$ cat config.mk
export PLATFORM = sky130hd
export DESIGN_NAME = jtag_cdc_dispatch
export DESIGN_NICKNAME = d
export VERILOG_FILES = /design/src/rtl/jtag_cdc_dispatch_pkg.sv /design/src/rtl/jtag_toggle_sync.sv /design/src/rtl/jtag_cdc_dispatch.sv
export SDC_FILE = /design/constraint.sdc
export NUM_CORES = 1
export LEC_CHECK = 0
export CAP_MARGIN = 20
export CORE_AREA = 2 2 130 132
export DETAILED_ROUTE_END_ITERATION = 16
export DIE_AREA = 0 0 132 134
export DONT_BUFFER_PORTS = 1
export MAX_ROUTING_LAYER = met4
export PLACE_DENSITY_LB_ADDON = 0.25
export SLEW_MARGIN = 20
export SYNTH_ARGS = -nofsm -noshare
export SYNTH_HDL_FRONTEND = slang
export SYNTH_SLANG_ARGS = --single-unit
$ cat constraint.sdc
create_clock -name clk -period 3.05 [get_ports clk]
set_input_delay 0.305 -clock clk [delete_from_list [all_inputs] [get_ports clk]]
set_output_delay 0.305 -clock clk [all_outputs]
set_load 0.01 [all_outputs]
$ cat src/rtl/jtag_cdc_dispatch_pkg.sv
`default_nettype none
// ============================================================================
// Module   : jtag_cdc_dispatch_pkg
// Brief    : Shared types and helpers for the JTAG system-clock dispatcher.
// Revision : 1.0 - initial release
// ============================================================================
package jtag_cdc_dispatch_pkg;

   localparam int STATUS_W = 3;

   typedef enum logic [1:0] {
      CODE_OK      = 2'b00,
      CODE_TIMEOUT = 2'b01,
      CODE_BADCH   = 2'b10,
      CODE_RSVD    = 2'b11
   } status_code_e;

   typedef enum logic [1:0] {
      FSM_IDLE  = 2'd0,
      FSM_LATCH = 2'd1,
      FSM_REQ   = 2'd2,
      FSM_DONE  = 2'd3
   } fsm_state_e;

   function automatic int ch_width(input int n);
      return (n <= 2) ? 1 : $clog2(n);
   endfunction

endpackage
`default_nettype wire

$ cat src/rtl/jtag_toggle_sync.sv
`default_nettype none
// ============================================================================
// Module   : jtag_toggle_sync
// Brief    : Multi-flop toggle synchroniser with a one-cycle edge pulse out.
// Revision : 1.0 - initial release
// ============================================================================
module jtag_toggle_sync #(
   parameter int STAGES = 3
)(
   input  logic clk,
   input  logic TRSTn,
   input  logic tgl_i,
   output logic evt_o
);

   logic [STAGES-1:0] r_sync;
   logic              r_last;

   always_ff @(posedge clk or negedge TRSTn) begin
      if (!TRSTn) begin
         r_sync <= '0;
         r_last <= 1'b0;
      end else begin
         r_sync <= {r_sync[STAGES-2:0], tgl_i};
         r_last <= r_sync[STAGES-1];
      end
   end

   assign evt_o = r_sync[STAGES-1] ^ r_last;

endmodule
`default_nettype wire

$ cat src/rtl/jtag_cdc_dispatch.sv
`default_nettype none
// ============================================================================
// Module   : jtag_cdc_dispatch
// Brief    : Routes toggle-signalled JTAG commands to NUM_CH req/ack channels.
//            Ack timeout is built only with JTAG_DISPATCH_TIMEOUT_EN defined.
// Revision : 1.0 - initial release
// ============================================================================
module jtag_cdc_dispatch
   import jtag_cdc_dispatch_pkg::*;
#(
   parameter  int NUM_CH      = 4,
   parameter  int CMD_W       = 72,
   parameter  int RESP_W      = 34,
   parameter  int SYNC_STAGES = 3,
   parameter  int TIMEOUT_CYC = 255,
   localparam int CH_W        = ch_width(NUM_CH)
)(
   input  logic                     clk,
   input  logic                     TRSTn,
   input  logic                     cmd_tgl_i,
   input  logic [CH_W-1:0]          cmd_ch_i,
   input  logic [CMD_W-1:0]         cmd_i,
   output logic                     done_tgl_o,
   output logic [RESP_W-1:0]        resp_o,
   output logic [STATUS_W-1:0]      status_o,
   output logic                     busy_o,
   output logic [NUM_CH-1:0]        req_o,
   output logic [CMD_W-1:0]         cmd_o,
   input  logic [NUM_CH-1:0]        ack_i,
   input  logic [NUM_CH*RESP_W-1:0] resp_i
);

   localparam logic [1:0] c_S_IDLE  = FSM_IDLE;
   localparam logic [1:0] c_S_LATCH = FSM_LATCH;
   localparam logic [1:0] c_S_REQ   = FSM_REQ;
   localparam logic [1:0] c_S_DONE  = FSM_DONE;

   if (NUM_CH < 1 || NUM_CH > 16) begin : g_chk_num_ch
      $error("NUM_CH must be in 1..16");
   end
   if (SYNC_STAGES < 2) begin : g_chk_sync
      $error("SYNC_STAGES must be at least 2");
   end
   if (TIMEOUT_CYC < 1 || TIMEOUT_CYC > 65535) begin : g_chk_timeout
      $error("TIMEOUT_CYC must be in 1..65535");
   end

   logic [1:0]        r_state;
   logic [CH_W-1:0]   r_ch;
   logic [1:0]        r_code;
   logic              r_ovr;
   logic              w_evt;
   logic              w_badch;
   logic              w_ack;
   logic [NUM_CH-1:0] w_onehot;
   logic [RESP_W-1:0] w_resp_sel;

`ifdef JTAG_DISPATCH_TIMEOUT_EN
   localparam logic [15:0] c_TMO_LAST = 16'(TIMEOUT_CYC - 1);
   logic [15:0] r_cnt;
`endif

   jtag_toggle_sync #(
      .STAGES (SYNC_STAGES)
   ) u_cmd_sync (
      .clk   (clk),
      .TRSTn (TRSTn),
      .tgl_i (cmd_tgl_i),
      .evt_o (w_evt)
   );

   assign w_badch = (int'(cmd_ch_i) >= NUM_CH);
   assign busy_o  = (r_state != c_S_IDLE);
   // req_o is one-hot on the latched channel, so masking avoids indexing ack_i
   assign w_ack   = |(ack_i & req_o);

   always_comb begin
      w_onehot   = '0;
      w_resp_sel = '0;
      for (int k = 0; k < NUM_CH; k++) begin
         if (int'(cmd_ch_i) == k) w_onehot[k] = 1'b1;
         if (int'(r_ch) == k)     w_resp_sel  = resp_i[k*RESP_W +: RESP_W];
      end
   end

   always_ff @(posedge clk or negedge TRSTn) begin
      if (!TRSTn) begin
         r_state    <= c_S_IDLE;
         r_ch       <= '0;
         r_code     <= CODE_OK;
         done_tgl_o <= 1'b0;
         resp_o     <= '0;
         status_o   <= '0;
         req_o      <= '0;
         cmd_o      <= '0;
`ifdef JTAG_DISPATCH_TIMEOUT_EN
         r_cnt      <= '0;
`endif
      end else begin
         case (r_state)
            c_S_IDLE: begin
               if (w_evt) r_state <= c_S_LATCH;
            end
            c_S_LATCH: begin
               cmd_o <= cmd_i;
               r_ch  <= cmd_ch_i;
               if (w_badch) begin
                  r_code  <= CODE_BADCH;
                  resp_o  <= '0;
                  r_state <= c_S_DONE;
               end else begin
`ifdef JTAG_DISPATCH_TIMEOUT_EN
                  r_cnt   <= '0;
`endif
                  req_o   <= w_onehot;
                  r_state <= c_S_REQ;
               end
            end
            c_S_REQ: begin
               if (w_ack) begin
                  resp_o  <= w_resp_sel;
                  r_code  <= CODE_OK;
                  req_o   <= '0;
                  r_state <= c_S_DONE;
               end
`ifdef JTAG_DISPATCH_TIMEOUT_EN
               else if (r_cnt == c_TMO_LAST) begin
                  resp_o  <= '0;
                  r_code  <= CODE_TIMEOUT;
                  req_o   <= '0;
                  r_state <= c_S_DONE;
               end else begin
                  r_cnt <= r_cnt + 16'd1;
               end
`endif
            end
            c_S_DONE: begin
               done_tgl_o <= ~done_tgl_o;
               status_o   <= {r_ovr, r_code};
               r_state    <= c_S_IDLE;
            end
            default: r_state <= c_S_IDLE;
         endcase
      end
   end

   // An event landing in DONE must survive the clear and show up next time
   always_ff @(posedge clk or negedge TRSTn) begin
      if (!TRSTn) begin
         r_ovr <= 1'b0;
      end else if (r_state == c_S_DONE) begin
         r_ovr <= w_evt;
      end else if (w_evt && (r_state != c_S_IDLE)) begin
         r_ovr <= 1'b1;
      end
   end

endmodule
`default_nettype wire

Yosys cells after proc, flatten, opt, wreduce, memory -nomap -nowiden
Cells that the tools add are included.
- word-level logic and storage cells: 50
- output and inout port bits: 115
- register bits after elaboration: 121
- reduce and logical (&&, ||, !) cells: 11
- eq/ne operators: 11
- mux-type cells: 15
- bitwise operators: 3
- operator list (cell ; count):
    $mux 34 ; 4
    $eq 2x2->1 const B ; 6
    $pmux 2 s4 ; 1
    $pmux 4 s2 ; 1
    $eq 2x1->1 const B ; 3
    $logic_not 2->1 ; 3
    $mux 1 ; 6
    $reduce_and 2->1 ; 3
    $reduce_bool 2->1 ; 3
    $and 4x4->4 ; 1
    $mux 2 ; 2
    $mux 4 ; 1
    $ne 2x2->1 const B ; 2
    $reduce_or 4->1 ; 1
    $logic_and 1x1->1 ; 1
    $not 1->1 ; 1
    $xor 1x1->1 ; 1

Depth between registers and ports, before layout
- depth in word-level cells: 5
- depth in mapped cells: 5
- gate-level depth less buffers: 5

Cells and area by module
From an unflattened synthesis, not the netlist that was laid out.
- cells, all modules: 325
- area, all modules: 5459.0 um2
- by module, submodules not included (module ; area each (um2) ; times used ; cells each):
    jtag_cdc_dispatch ; 5350.1 ; 1 ; 320
    jtag_toggle_sync ; 108.9 ; 1 ; 5

Worst setup path after synthesis
No wires, ideal clock.
- path kind: register -> register
- start point: reg r_state[0]
- end point: reg r_state[1]
- stages on the path, launching flop included: 6
- arrival: 1.509 ns
- slack: 1.416 ns
- path buffers: 0
- period minus slack after synthesis: 1.634 ns
- cells stage by stage: dfrtp_1 inv_1 ha_1 inv_1 o32ai_1 mux2_2
- word-level cells in the longest chain between the ends: 3
- ends and longest elaborated chain (what ; RTL line ; source):
    from (decl) ; jtag_cdc_dispatch.sv:48 ; logic [1:0] r_state;
    from (signal assigned) ; jtag_cdc_dispatch.sv:88 ; r_state <= c_S_IDLE;
    from (signal assigned) ; jtag_cdc_dispatch.sv:102 ; if (w_evt) r_state <= c_S_LATCH;
    from (signal assigned) ; jtag_cdc_dispatch.sv:110 ; r_state <= c_S_DONE;
    $eq 2x2->1 / $logic_not 2->1 (equally long branches) ; jtag_cdc_dispatch.sv:100 ; case (r_state)
    $ne 2x2->1 (no source line) ; -- ;
    $reduce_and 2->1 (no source line) ; -- ;
Parallel ways exist; a longest one is shown, timed or not.
A chain may end at the register's enable or synchronous reset.

Worst setup path after layout
- start point: reg r_ch[0]
- end point: reg resp_o[28]
- word-level cells in the longest chain between the ends: 5
- ends and longest elaborated chain (what ; RTL line ; source):
    from (decl) ; jtag_cdc_dispatch.sv:49 ; logic [CH_W-1:0] r_ch;
    from (signal assigned) ; jtag_cdc_dispatch.sv:106 ; r_ch <= cmd_ch_i;
    $logic_not 2->1 ; jtag_cdc_dispatch.sv:82 ; if (int'(r_ch) == k) w_resp_sel = resp_i[k*RESP_W +: RESP_W];
    $mux 34 (3 in a row) ; jtag_cdc_dispatch.sv:82 ;
    $mux 34 (*) ; jtag_cdc_dispatch.sv:82 ;
    to (signal assigned) ; jtag_cdc_dispatch.sv:121 ; resp_o <= w_resp_sel;
    to (decl) ; jtag_cdc_dispatch.sv:24 ; output logic [RESP_W-1:0] resp_o,
Every way passes the cells marked *; elsewhere a longest branch is shown, timed or not.

==> reports/summary.txt <==
RePlAce Congestion = 0.828
pre-CTS setup slack = 0.864 ns
Detailed Route WL = 13800 um
IO buf count = 0
top-area cell type share of the netlist area = 0.559
leftover overflow at the end of global routing = 0
post-CTS setup buffers = 0
die width = 132 um
Die H = 134 um
H-tree depth = 4
Post-synth top cells = 121 x dfrtp_1, 110 x mux2_2, 32 x mux4_2, 7 x buf_2, 6 x inv_1
Core Box Area = 16300 um^2
MaxCap Viol Count = 0
min Tclk post-route = 2.14 ns
Post-Layout Cell Count = 554
Total GRT Usage = 0.161
NumNets Final = 542
final critical-path share of the clock period = 0.700
first-pass GRT wire length = 20500 um
clk root buf = clkbuf_16
IO Pins = 332
clock group share of total power = 0.262
setup TNS = 0 ns
Switching Power = 2.70 mW
Max Clk Rate = 0.468 GHz
DIE AREA = 17700 um^2
largest net degree at the start of global routing = 122
Finish-stage setup viols = 0
initial drt markers = 77
share of layout cells above drive strength 1 = 0.544
internal cell power = 5.08 mW
syn avg cell area = 17.1 um^2
hold_ws = -0.409 ns
Leak = 2.52 nW
Clock Path Buffers = 2
Area Growth Syn to Fin = 15.0%
sequential area share after synthesis = 0.559
Startpoint Class = flip-flop
worst path required time = 3.34 ns
count leader, synth = dfrtp_1
vias in the first global route = 3220
max-slew violation count = 0
failing checks = negative hold slack
router iterations before antenna repair = 4
critical-path maximum fanout = 24
Ys Warns = 0
Worst slew margin = 0.539
largest cells by area after synthesis = dfrtp_1 56%, mux2_2 23%, mux4_2 13%, ha_1 1.2%, mux4_1 0.97%
post-CTS resize count = 0
post-synthesis async set-or-reset flop share = 1.00
vias per cell = 5.27
Hold Buf Count CTS = 1
Logic pwr share = 0.290
Crit. End Element = flip-flop
Clock transition at path regs = 0.06 ns
post-detail-place hpwl = 10200 um
Flop pwr share = 0.448
fillers = 1561
Mapped Cells = 316
Min-Delay Path Class = primary input to async pin
status = complete, but fails checks
dominant cell type by area after synthesis = dfrtp_1
number of synthesized register bits = 121
Clock Latency Late Sink = 0.41 ns
initial antenna violation count = 1
row cnt = 47
peak supply drop = 0.000433 V
cts bufs inserted = 17
drt wl/cell = 24.9 um
CTS tree = done
clk sinks = 121
worst setup margin = 0.913 ns
Synth cell types = 24
Inst Count DP = 520
RSZ-0062 raised after global routing = false
Switching Share = 0.347
Post-synth EDFFs = 0
Most used DFF post-synth = dfrtp_1
Hold Vio Cnt, Final = 121
initial core utilization = 0.332
critical path data arrival time = 2.43 ns
Synth Cell Area = 5410 um^2
Final Skew = 0.00908 ns
Slew @ Worst Pin = 0.692 ns
Post-DRT Antenna Nets = 0
via count = 2917
critical path class = flip-flop to flip-flop
Residual DRC = 0
pwr dens = 1250 nW/um^2
## cell families after synthesis
logic type      share of synthesized area
compound gates                     0.0201
xor+xnor                          0.00485
fa+ha+maj                          0.0116
buf+inv                            0.0294
flops                               0.559
mux                                 0.372
other cells                      0.000693
simple gates                      0.00254
## through the flow
stage               total power, mW  instance area (um^2)   util
detailed placement             5.82                  5610  0.345
floorplan                      5.28                  5420      -
global placement               5.74                  5610  0.345
global route                   8.27                  6230  0.382
CTS                            7.93                  6220  0.382
finish                         7.79                  6230  0.382
## power by group through the flow
stage | clock [mW] | combinational, mW | sequential (mW)
6_report | 2.04 | 2.26 | 3.49
3_5_place_dp | 0 | 2.30 | 3.52
3_3_place_gp | 0 | 2.21 | 3.53
5_1_grt | 2.21 | 2.47 | 3.60
2_1_floorplan | 0 | 2.10 | 3.17
4_1_cts | 2.11 | 2.30 | 3.52
## layout make-up
type                       count  area [um^2]  share of cell area
antenna                        1         2.50            0.000402
multi-input combinational    169         2240               0.360
clock inverter                15          176              0.0283
clock buffer                  17          425              0.0683
inverter                       6         22.5             0.00362
sequential                   121         3030               0.486
timing repair buffer           5         52.6             0.00844
tap                          220          275              0.0442
## critical path, cell delays in order (launching register included)
cell and delay (ns):
dfrtp_2 0.82, buf_4 0.38, mux4_2 0.54, mux2_2 0.27
## layout by cell type, fill, tap and decap left out
| cell | netlist | routed |
|---|---|---|
| o31ai_1 | 1 | 1 |
| nor2_1 | 2 | 2 |
| buf_4 | 5 | 3 |
| clkinv_2 | 0 | 2 |
| dlygate4sd3_1 | 0 | 1 |
| a211oi_1 | 1 | 1 |
| mux2_2 | 110 | 110 |
| a32o_1 | 4 | 4 |
| conb_1 | 1 | 2 |
| ha_4 | 0 | 1 |
| clkinv_4 | 0 | 1 |
| xnor2_1 | 1 | 1 |
| inv_1 | 6 | 6 |
| mux4_1 | 2 | 2 |
| buf_12 | 0 | 1 |
| bufinv_16 | 0 | 2 |
| o21ai_4 | 1 | 1 |
| inv_8 | 0 | 4 |
| clkbuf_16 | 0 | 17 |
| o32ai_1 | 1 | 1 |
| mux4_2 | 32 | 32 |
| xor2_1 | 2 | 2 |
| a22o_1 | 2 | 2 |
| diode_2 | 0 | 1 |
| inv_6 | 0 | 6 |
| nor2b_1 | 1 | 1 |
| dfrtp_1 | 121 | 120 |
| dfrtp_2 | 0 | 1 |
| a21oi_1 | 1 | 1 |
| ha_1 | 5 | 4 |
| o22ai_1 | 1 | 1 |
## routing by layer
metal,up-vias,track usage,part of all wire
met5,-,-,0
met3,15,0.0782,0.12
li1,1208,-,-
met2,220,0.267,0.52
met1,1474,0.167,0.34
met4,0,0.0592,0.017
## path summary, 6_finish.rpt
check | cells past startpoint | end | slack, ns | startpoint
min in group clk | 1 | cmd_o[45] | 0.04 | cmd_i[45]
max reg2reg | 3 | resp_o[28] | 0.91 | r_ch[0]
min | 0 | resp_o[1] | -0.41 | TRSTn
max in group asynchronous | 0 | cmd_o[56] | 3.28 | TRSTn
max | 3 | resp_o[28] | 0.91 | r_ch[0]
min reg2reg | 0 | u_cmd_sync.r_sync[2] | 0.35 | u_cmd_sync.r_sync[1]
## sequential cells by signal, summed over array words and instances (netlist names)
signal and count:
cmd_o 72, r_ch 2, u_cmd_sync.r_last 1, r_state 2
resp_o 34, u_cmd_sync.r_sync 3, r_ovr 1, req_o 4
status_o 1, done_tgl_o 1
No activity file was read; power rests on OpenSTA's default activity.
